--- src/rtl/vga_scanout.sv ---
// VGA timing generator and registered DAC output stage. Pixel position is
// exposed as x/y for a combinational renderer; colour and syncs lag by one tick.
module vga_scanout #(
  parameter int H_ACTIVE = 640,
  parameter int H_FP     = 16,
  parameter int H_SYNC   = 96,
  parameter int H_BP     = 48,
  parameter int V_ACTIVE = 480,
  parameter int V_FP     = 10,
  parameter int V_SYNC   = 2,
  parameter int V_BP     = 33
) (
  input  logic       clk,
  input  logic       reset_n,
  input  logic       pixelEn,
  input  logic [7:0] r,
  input  logic [7:0] g,
  input  logic [7:0] b,
  output logic [9:0] x,
  output logic [8:0] y,
  output logic [7:0] vga_r,
  output logic [7:0] vga_g,
  output logic [7:0] vga_b,
  output logic       vga_hs,
  output logic       vga_vs,
  output logic       vga_blank_n,
  output logic       vga_sync_n,
  output logic       frameStart
);

  localparam int H_TOTAL = H_ACTIVE + H_FP + H_SYNC + H_BP;
  localparam int V_TOTAL = V_ACTIVE + V_FP + V_SYNC + V_BP;

  localparam logic [9:0] H_LAST   = 10'(H_TOTAL - 1);
  localparam logic [9:0] H_ACT    = 10'(H_ACTIVE);
  localparam logic [9:0] HS_BEGIN = 10'(H_ACTIVE + H_FP);
  localparam logic [9:0] HS_END   = 10'(H_ACTIVE + H_FP + H_SYNC - 1);
  localparam logic [9:0] V_LAST   = 10'(V_TOTAL - 1);
  localparam logic [9:0] V_ACT    = 10'(V_ACTIVE);
  localparam logic [9:0] VS_BEGIN = 10'(V_ACTIVE + V_FP);
  localparam logic [9:0] VS_END   = 10'(V_ACTIVE + V_FP + V_SYNC - 1);

  logic [9:0] h_cnt_q, h_cnt_d;
  logic [9:0] v_cnt_q, v_cnt_d;
  logic       active_s, hs_raw_s, vs_raw_s;
  logic [7:0] vga_r_q, vga_g_q, vga_b_q;
  logic       vga_hs_q, vga_vs_q, blank_n_q;

  assign active_s = (h_cnt_q < H_ACT) && (v_cnt_q < V_ACT);
  assign hs_raw_s = !((h_cnt_q >= HS_BEGIN) && (h_cnt_q <= HS_END));
  assign vs_raw_s = !((v_cnt_q >= VS_BEGIN) && (v_cnt_q <= VS_END));

  // Next position; >= comparisons keep the counters in range even from a corrupted state
  always_comb begin
    h_cnt_d = h_cnt_q;
    v_cnt_d = v_cnt_q;
    if (pixelEn) begin
      if (h_cnt_q >= H_LAST) begin
        h_cnt_d = 10'd0;
        if (v_cnt_q >= V_LAST) begin
          v_cnt_d = 10'd0;
        end else begin
          v_cnt_d = v_cnt_q + 10'd1;
        end
      end else begin
        h_cnt_d = h_cnt_q + 10'd1;
      end
    end else begin
      h_cnt_d = h_cnt_q;
      v_cnt_d = v_cnt_q;
    end
  end

  // Position counters
  always_ff @(posedge clk or negedge reset_n) begin
    if (!reset_n) begin
      h_cnt_q <= 10'd0;
      v_cnt_q <= 10'd0;
    end else begin
      h_cnt_q <= h_cnt_d;
      v_cnt_q <= v_cnt_d;
    end
  end

  // DAC stage: colour is gated by the active region so blanking never leaks renderer data
  always_ff @(posedge clk or negedge reset_n) begin
    if (!reset_n) begin
      vga_r_q   <= 8'h00;
      vga_g_q   <= 8'h00;
      vga_b_q   <= 8'h00;
      vga_hs_q  <= 1'b1;
      vga_vs_q  <= 1'b1;
      blank_n_q <= 1'b0;
    end else if (pixelEn) begin
      vga_r_q   <= active_s ? r : 8'h00;
      vga_g_q   <= active_s ? g : 8'h00;
      vga_b_q   <= active_s ? b : 8'h00;
      vga_hs_q  <= hs_raw_s;
      vga_vs_q  <= vs_raw_s;
      blank_n_q <= active_s;
    end else begin
      vga_r_q   <= vga_r_q;
      vga_g_q   <= vga_g_q;
      vga_b_q   <= vga_b_q;
      vga_hs_q  <= vga_hs_q;
      vga_vs_q  <= vga_vs_q;
      blank_n_q <= blank_n_q;
    end
  end

  assign x           = h_cnt_q;
  assign y           = (v_cnt_q < V_ACT) ? v_cnt_q[8:0] : 9'd0;
  assign vga_r       = vga_r_q;
  assign vga_g       = vga_g_q;
  assign vga_b       = vga_b_q;
  assign vga_hs      = vga_hs_q;
  assign vga_vs      = vga_vs_q;
  assign vga_blank_n = blank_n_q;
  assign vga_sync_n  = 1'b0;
  // Marks the tick that registers pixel (0,0); forced low while reset is held
  assign frameStart  = reset_n & pixelEn & (h_cnt_q == 10'd0) & (v_cnt_q == 10'd0);

endmodule
--- config.mk ---
export PLATFORM = sky130hd
export DESIGN_NAME = vga_scanout
export DESIGN_NICKNAME = d
export VERILOG_FILES = /design/src/rtl/vga_scanout.sv
export SDC_FILE = /design/constraint.sdc
export NUM_CORES = 1
export LEC_CHECK = 0
export ABC_CLOCK_PERIOD_IN_PS = 2300
export CAP_MARGIN = 10
export CORE_MARGIN = 2
export CORE_UTILIZATION = 45
export DETAILED_ROUTE_END_ITERATION = 12
export HOLD_SLACK_MARGIN = 0.02
export PLACE_DENSITY_LB_ADDON = 0.1
export SETUP_SLACK_MARGIN = 0.5
export SLEW_MARGIN = 20
export SYNTH_ARGS = -nofsm -noshare
export SYNTH_HDL_FRONTEND = slang
export SYNTH_SLANG_ARGS = --single-unit
--- constraint.sdc ---
create_clock -name clk -period 2.3 [get_ports clk]
set_clock_uncertainty 0.2 [all_clocks]
set_input_delay 0.23 -clock clk [delete_from_list [all_inputs] [get_ports clk]]
set_output_delay 0.23 -clock clk [all_outputs]
set_load 0.005 [all_outputs]
Word-level counts from Yosys, hierarchy flattened
Index checks and enable logic that the tools add are counted.

Flip-flop bits (word level): 47. Output and inout bits: 48. Logic and storage cells: 35.

Add/subtract/negate cells: 2. Order comparisons: 8. Mux-type cells: 6. Bitwise logic cells: 3. Reductions and logical operators: 8.

Operators by type and width (count): $ge 10x10->1 const B (3); $mux 8 (3); $add 10x1->10 const B (2); $logic_not 10->1 (2); $mux 10 (2); $ge 10x9->1 const B (1); $le 10x10->1 const B (1); $le 10x9->1 const B (1); $lt 10x10->1 const B (1); $lt 10x9->1 const B (1); $mux 9 (1); $and 1x1->1 (3); $logic_and 1x1->1 (3); $logic_not 1->1 (2); $reduce_and 2->1 (1).

Longest topological paths before layout
Gate-level depths: netlist of run 1.

Depth in word-level cells: 3. Depth in mapped cells: 8. Mapped depth without buffers: 5.

Least setup slack after synthesis of run 1
OpenSTA, ideal clock, no wires.

Kind: register to register. Start: register v_cnt_q[5]. End: register v_cnt_q[7]. Data arrival time: 1.672 ns. Required time: 1.999 ns. Setup slack: 0.328 ns. Cell stages (with the launch flop): 6. Period minus slack after synthesis: 1.972 ns. Cells stage by stage: dfrtp_1 -> buf_6 -> or4_4 -> o31ai_4 -> nand2_2 -> o311ai_2.

Longest elaborated chain between the ends: 2. Elaborated cells on any way between the ends: 3.

Ends and longest elaborated chain: start, declared (line 44) `logic [9:0] v_cnt_q, v_cnt_d;`; start signal, assigned (line 81) `v_cnt_q <= v_cnt_d;`; $add 10x1->10 or $ge 10x10->1 (tied branches) (line 63, 60); $mux 10 * (line 60) `if (v_cnt_q >= V_LAST) begin`.

Mark *: on every way between the ends. The rest lies on a longest branch, timed or not. A chain may end at the register's enable or synchronous reset.

Worst setup path after layout of run 1
Start: register v_cnt_q[6]. End: register v_cnt_q[1].

Longest elaborated chain between the ends: 2.

Ends and longest elaborated chain (line): $ge 10x10->1 (60); $mux 10 (60).

No other way between the ends.

==> results.txt, run 1 <==
result of the run - completed
detailed-router iteration count before antenna repair - 4
post-route clock period utilization - 91.8%
final net count - 351
root buffer cell - sky130_fd_sc_hd__clkbuf_8
Cell Rows - 25
Design Power - 0.00230 W
floorplan core area - 4750 um^2
deepest clock path buffer count - 2
leading register cell type out of synthesis - sky130_fd_sc_hd__dfrtp_1
IO Port Bufs - 73
Ant. Diodes - 0
kind of path behind the tightest hold check - reg2reg
total global-route track usage - 24.2%
mapped cell area - 2240 um^2
Filler cells - 324
most frequent cell after synthesis - sky130_fd_sc_hd__dfrtp_1
number of global-route vias before repair - 2,044
Clk Latency, worst-skew pair - 300 ps
max-slew headroom at the worst pin - 60.6%
initial antenna violation count - 0
total area of multi-input combinational cells - 1110 um^2
effective utilization at floorplan - 47.2%
fraction of final layout cells sized beyond drive strength 1 - 31.3%
Slowest cell on crit path - sky130_fd_sc_hd__or4_4
number of clock buffers inserted by TritonCTS - 5
final routed wirelength across all metal layers - 6.90 mm
critical path start-end classification - reg2reg
CP Launch Type - flip-flop
DRT iter0 DRCs - 139
worst setup slack after placement - -162 ps
number of antenna-violating nets in the routed design - 0
Avg Vias per Cell - 5.59
cell type with the highest aggregate area in the netlist - sky130_fd_sc_hd__dfrtp_1
remaining routing DRC violations - 0
I/O pin total - 75
element type at the critical path end - flip-flop
highest net fanout along the worst path - 5
clock tree from TritonCTS - built
register-to-register setup slack - 190 ps
number of flops mapped to enable cells by yosys - 0
per-cell routed wire length - 17.8 um
fin worst setup slack - 188 ps
largest net degree at the start of global routing - 48
leakage dissipation - 1.67 nW
maximum level of the CTS H-tree - 2
via count - 2,165
final hold violations - 0
fraction of the yosys area taken by sequential cells - 52.5%
crit path DAT - 2160 ps
Critical Path, Cell by Cell - buf_4, or4_4, buf_6, o31a_1, nor2_4, a22o_1
final slew viol count - 0
Final min period - 2110 ps
Die Footprint - 5570 um^2
max frequency - 474 MHz
Yosys cell types - 45
worst-case vdd ir drop - 0.457 mV
synth top area cells - sky130_fd_sc_hd__dfrtp_1 (50%), sky130_fd_sc_hd__a22o_1 (11%), sky130_fd_sc_hd__ha_1 (2.8%), sky130_fd_sc_hd__dfstp_2 (2.3%), sky130_fd_sc_hd__nor2_1 (2.3%)
power per cell area - 620 nW/um^2
area added between synthesis and finish - 65.5%
Die W - 74.6 um
clock edge transition at the registers on the reported setup and hold paths - 100 ps
global-route wire length before repair - 10.3 mm
slowest stage delay, CP - 510 ps
area used by sequential logic in the layout - 1180 um^2
Ys Warns - 0
unrepaired setup endpoints after global routing - yes
height of the die - 74.6 um
GRT Residual Overflow - 0
Clock Sinks - 47
slew at the pin closest to its max-slew limit - 592 ps
routability congestion estimate from global placement - 0.768
share of synthesized flip-flops with an asynchronous set or reset - 100%
required time worst endpoint - 2350 ps
post-synthesis sequential element count - 47
total of max-cap violations - 0
average size of a mapped cell - 10.8 um^2
count of final setup violators - 0
Post-Synthesis Net Count - 239
area share of the leading cell type in the synthesized netlist - 50.2%
placed wire-length estimate after detailed placement - 4.02 mm
Post-Synthesis Cells - 207
list of most frequent post-synthesis cells - sky130_fd_sc_hd__dfrtp_1 (45), sky130_fd_sc_hd__a22o_1 (27), sky130_fd_sc_hd__nor2_1 (14)
[worst paths after layout]
path                            startpoint          to  cells after the start
max in group asynchronous          reset_n  v_cnt_q[7]                      3
worst max-delay path            v_cnt_q[6]  v_cnt_q[1]                      6
worst min-delay path                vga_hs      vga_hs                      2
worst max register to register  v_cnt_q[6]  v_cnt_q[1]                      6
worst min register to register      vga_hs      vga_hs                      2
min in group asynchronous          reset_n  v_cnt_q[4]                      3
[worst max-delay path: cells and delay by family, from the launching register on]
| kind | cells | cell delay, ps |
|---|---|---|
| AO/OA/AOI/OAI | 2 | 470 |
| flip-flops | 1 | 390 |
| AND/OR/NAND/NOR | 2 | 700 |
| buffers and inverters | 2 | 280 |
[registers in the layout, summed over array words and instances (netlist names)]
| register | cells |
|---|---|
| vga_blank_n | 1 |
| x | 10 |
| v_cnt_q | 10 |
| vga_hs | 1 |
| vga_vs | 1 |
| vga_g | 8 |
| vga_b | 8 |
| vga_r | 8 |
[power breakdown]
part	internal, W	switching [W]
Sequential	0.000906	0.0000512
Clock	0.000434	0.000298
Combinational	0.000362	0.000253
[per-stage QoR]
stage | cell area, um^2 | setup TNS (ps) | instances | util [%] | hold WS [ps]
2_1_floorplan | 2240 | 0 | 207 | - | -266
3_5_place_dp | 3180 | -162 | 357 | 66.8 | 185
6_report | 3710 | 0 | 387 | 78.1 | 287
3_3_place_gp | 3180 | -184 | 357 | 66.8 | 188
4_1_cts | 3540 | 0 | 376 | 74.4 | 293
5_1_grt | 3710 | 0 | 387 | 78.1 | 314
[layer usage]
metal  wire [um]  track usage (%)
met1        3020             33.4
met2        3370             39.3
met3         390             4.69
met4         118             6.94
met5           0                0
[layout by cell type (no fill, tap or decap), types with 3 or more instances in the layout]
| master | synthesis | final |
|---|---|---|
| sky130_fd_sc_hd__a21oi_1 | 5 | 5 |
| sky130_fd_sc_hd__o21ai_1 | 5 | 3 |
| sky130_fd_sc_hd__clkdlybuf4s50_1 | 0 | 61 |
| sky130_fd_sc_hd__nand4_1 | 4 | 4 |
| sky130_fd_sc_hd__nand3_1 | 7 | 6 |
| sky130_fd_sc_hd__buf_16 | 0 | 3 |
| sky130_fd_sc_hd__nor3_2 | 0 | 5 |
| sky130_fd_sc_hd__dfrtp_1 | 45 | 43 |
| sky130_fd_sc_hd__inv_1 | 7 | 7 |
| sky130_fd_sc_hd__nor2_1 | 14 | 13 |
| sky130_fd_sc_hd__o2bb2ai_1 | 4 | 3 |
| sky130_fd_sc_hd__clkbuf_8 | 0 | 5 |
| sky130_fd_sc_hd__a22o_1 | 27 | 27 |
| sky130_fd_sc_hd__o21ai_0 | 4 | 3 |
| sky130_fd_sc_hd__and3_1 | 7 | 6 |
| sky130_fd_sc_hd__buf_4 | 1 | 29 |
| sky130_fd_sc_hd__nand2_1 | 7 | 7 |
| sky130_fd_sc_hd__o21ai_2 | 0 | 3 |
| sky130_fd_sc_hd__buf_6 | 1 | 15 |
| sky130_fd_sc_hd__and2_4 | 0 | 4 |
| sky130_fd_sc_hd__buf_2 | 5 | 7 |
| sky130_fd_sc_hd__ha_1 | 5 | 4 |
[area by class of cell]
type | count | share of cell area (%)
inverters | 8 | 0.808
clock inverters | 3 | 1.82
repair buffers | 119 | 31.7
clock buffers | 5 | 1.85
well taps | 67 | 2.26
multi-input cells | 138 | 29.8
flip-flops and latches | 47 | 31.8
[cells by family after synthesis]
kind of cell             count (synthesis)  synth area share (%)
buffers and inverters                   22                  4.46
other                                    1                 0.167
adder cells (fa/ha/maj)                  5                  2.79
multiplexers                             1                 0.446
AND/OR/NAND/NOR                         68                  16.5
XOR/XNOR                                 4                  1.56
flip-flops                              47                  52.5
AO/OA/AOI/OAI                           59                  21.6
[timing repair]
| item | CTS | global route |
|---|---|---|
| gates resized for setup | 74 | 20 |
| pin swaps | 16 | 12 |
| hold buffers | 1 | 0 |
| buffers inserted | 7 | 11 |
| cloned | 3 | 0 |
| endpoints found under the setup margin | 43 | 52 |
| hold endpoints to repair | 45 | 0 |
No activity file was read; power rests on OpenSTA's default activity.
==> inputs of run 2 (changes only) <==
Settings changed: HOLD_SLACK_MARGIN 0.02 to not set.
==> results of run 2 <==
No change in the layout: final DEF, timing and power equal those of run 1.
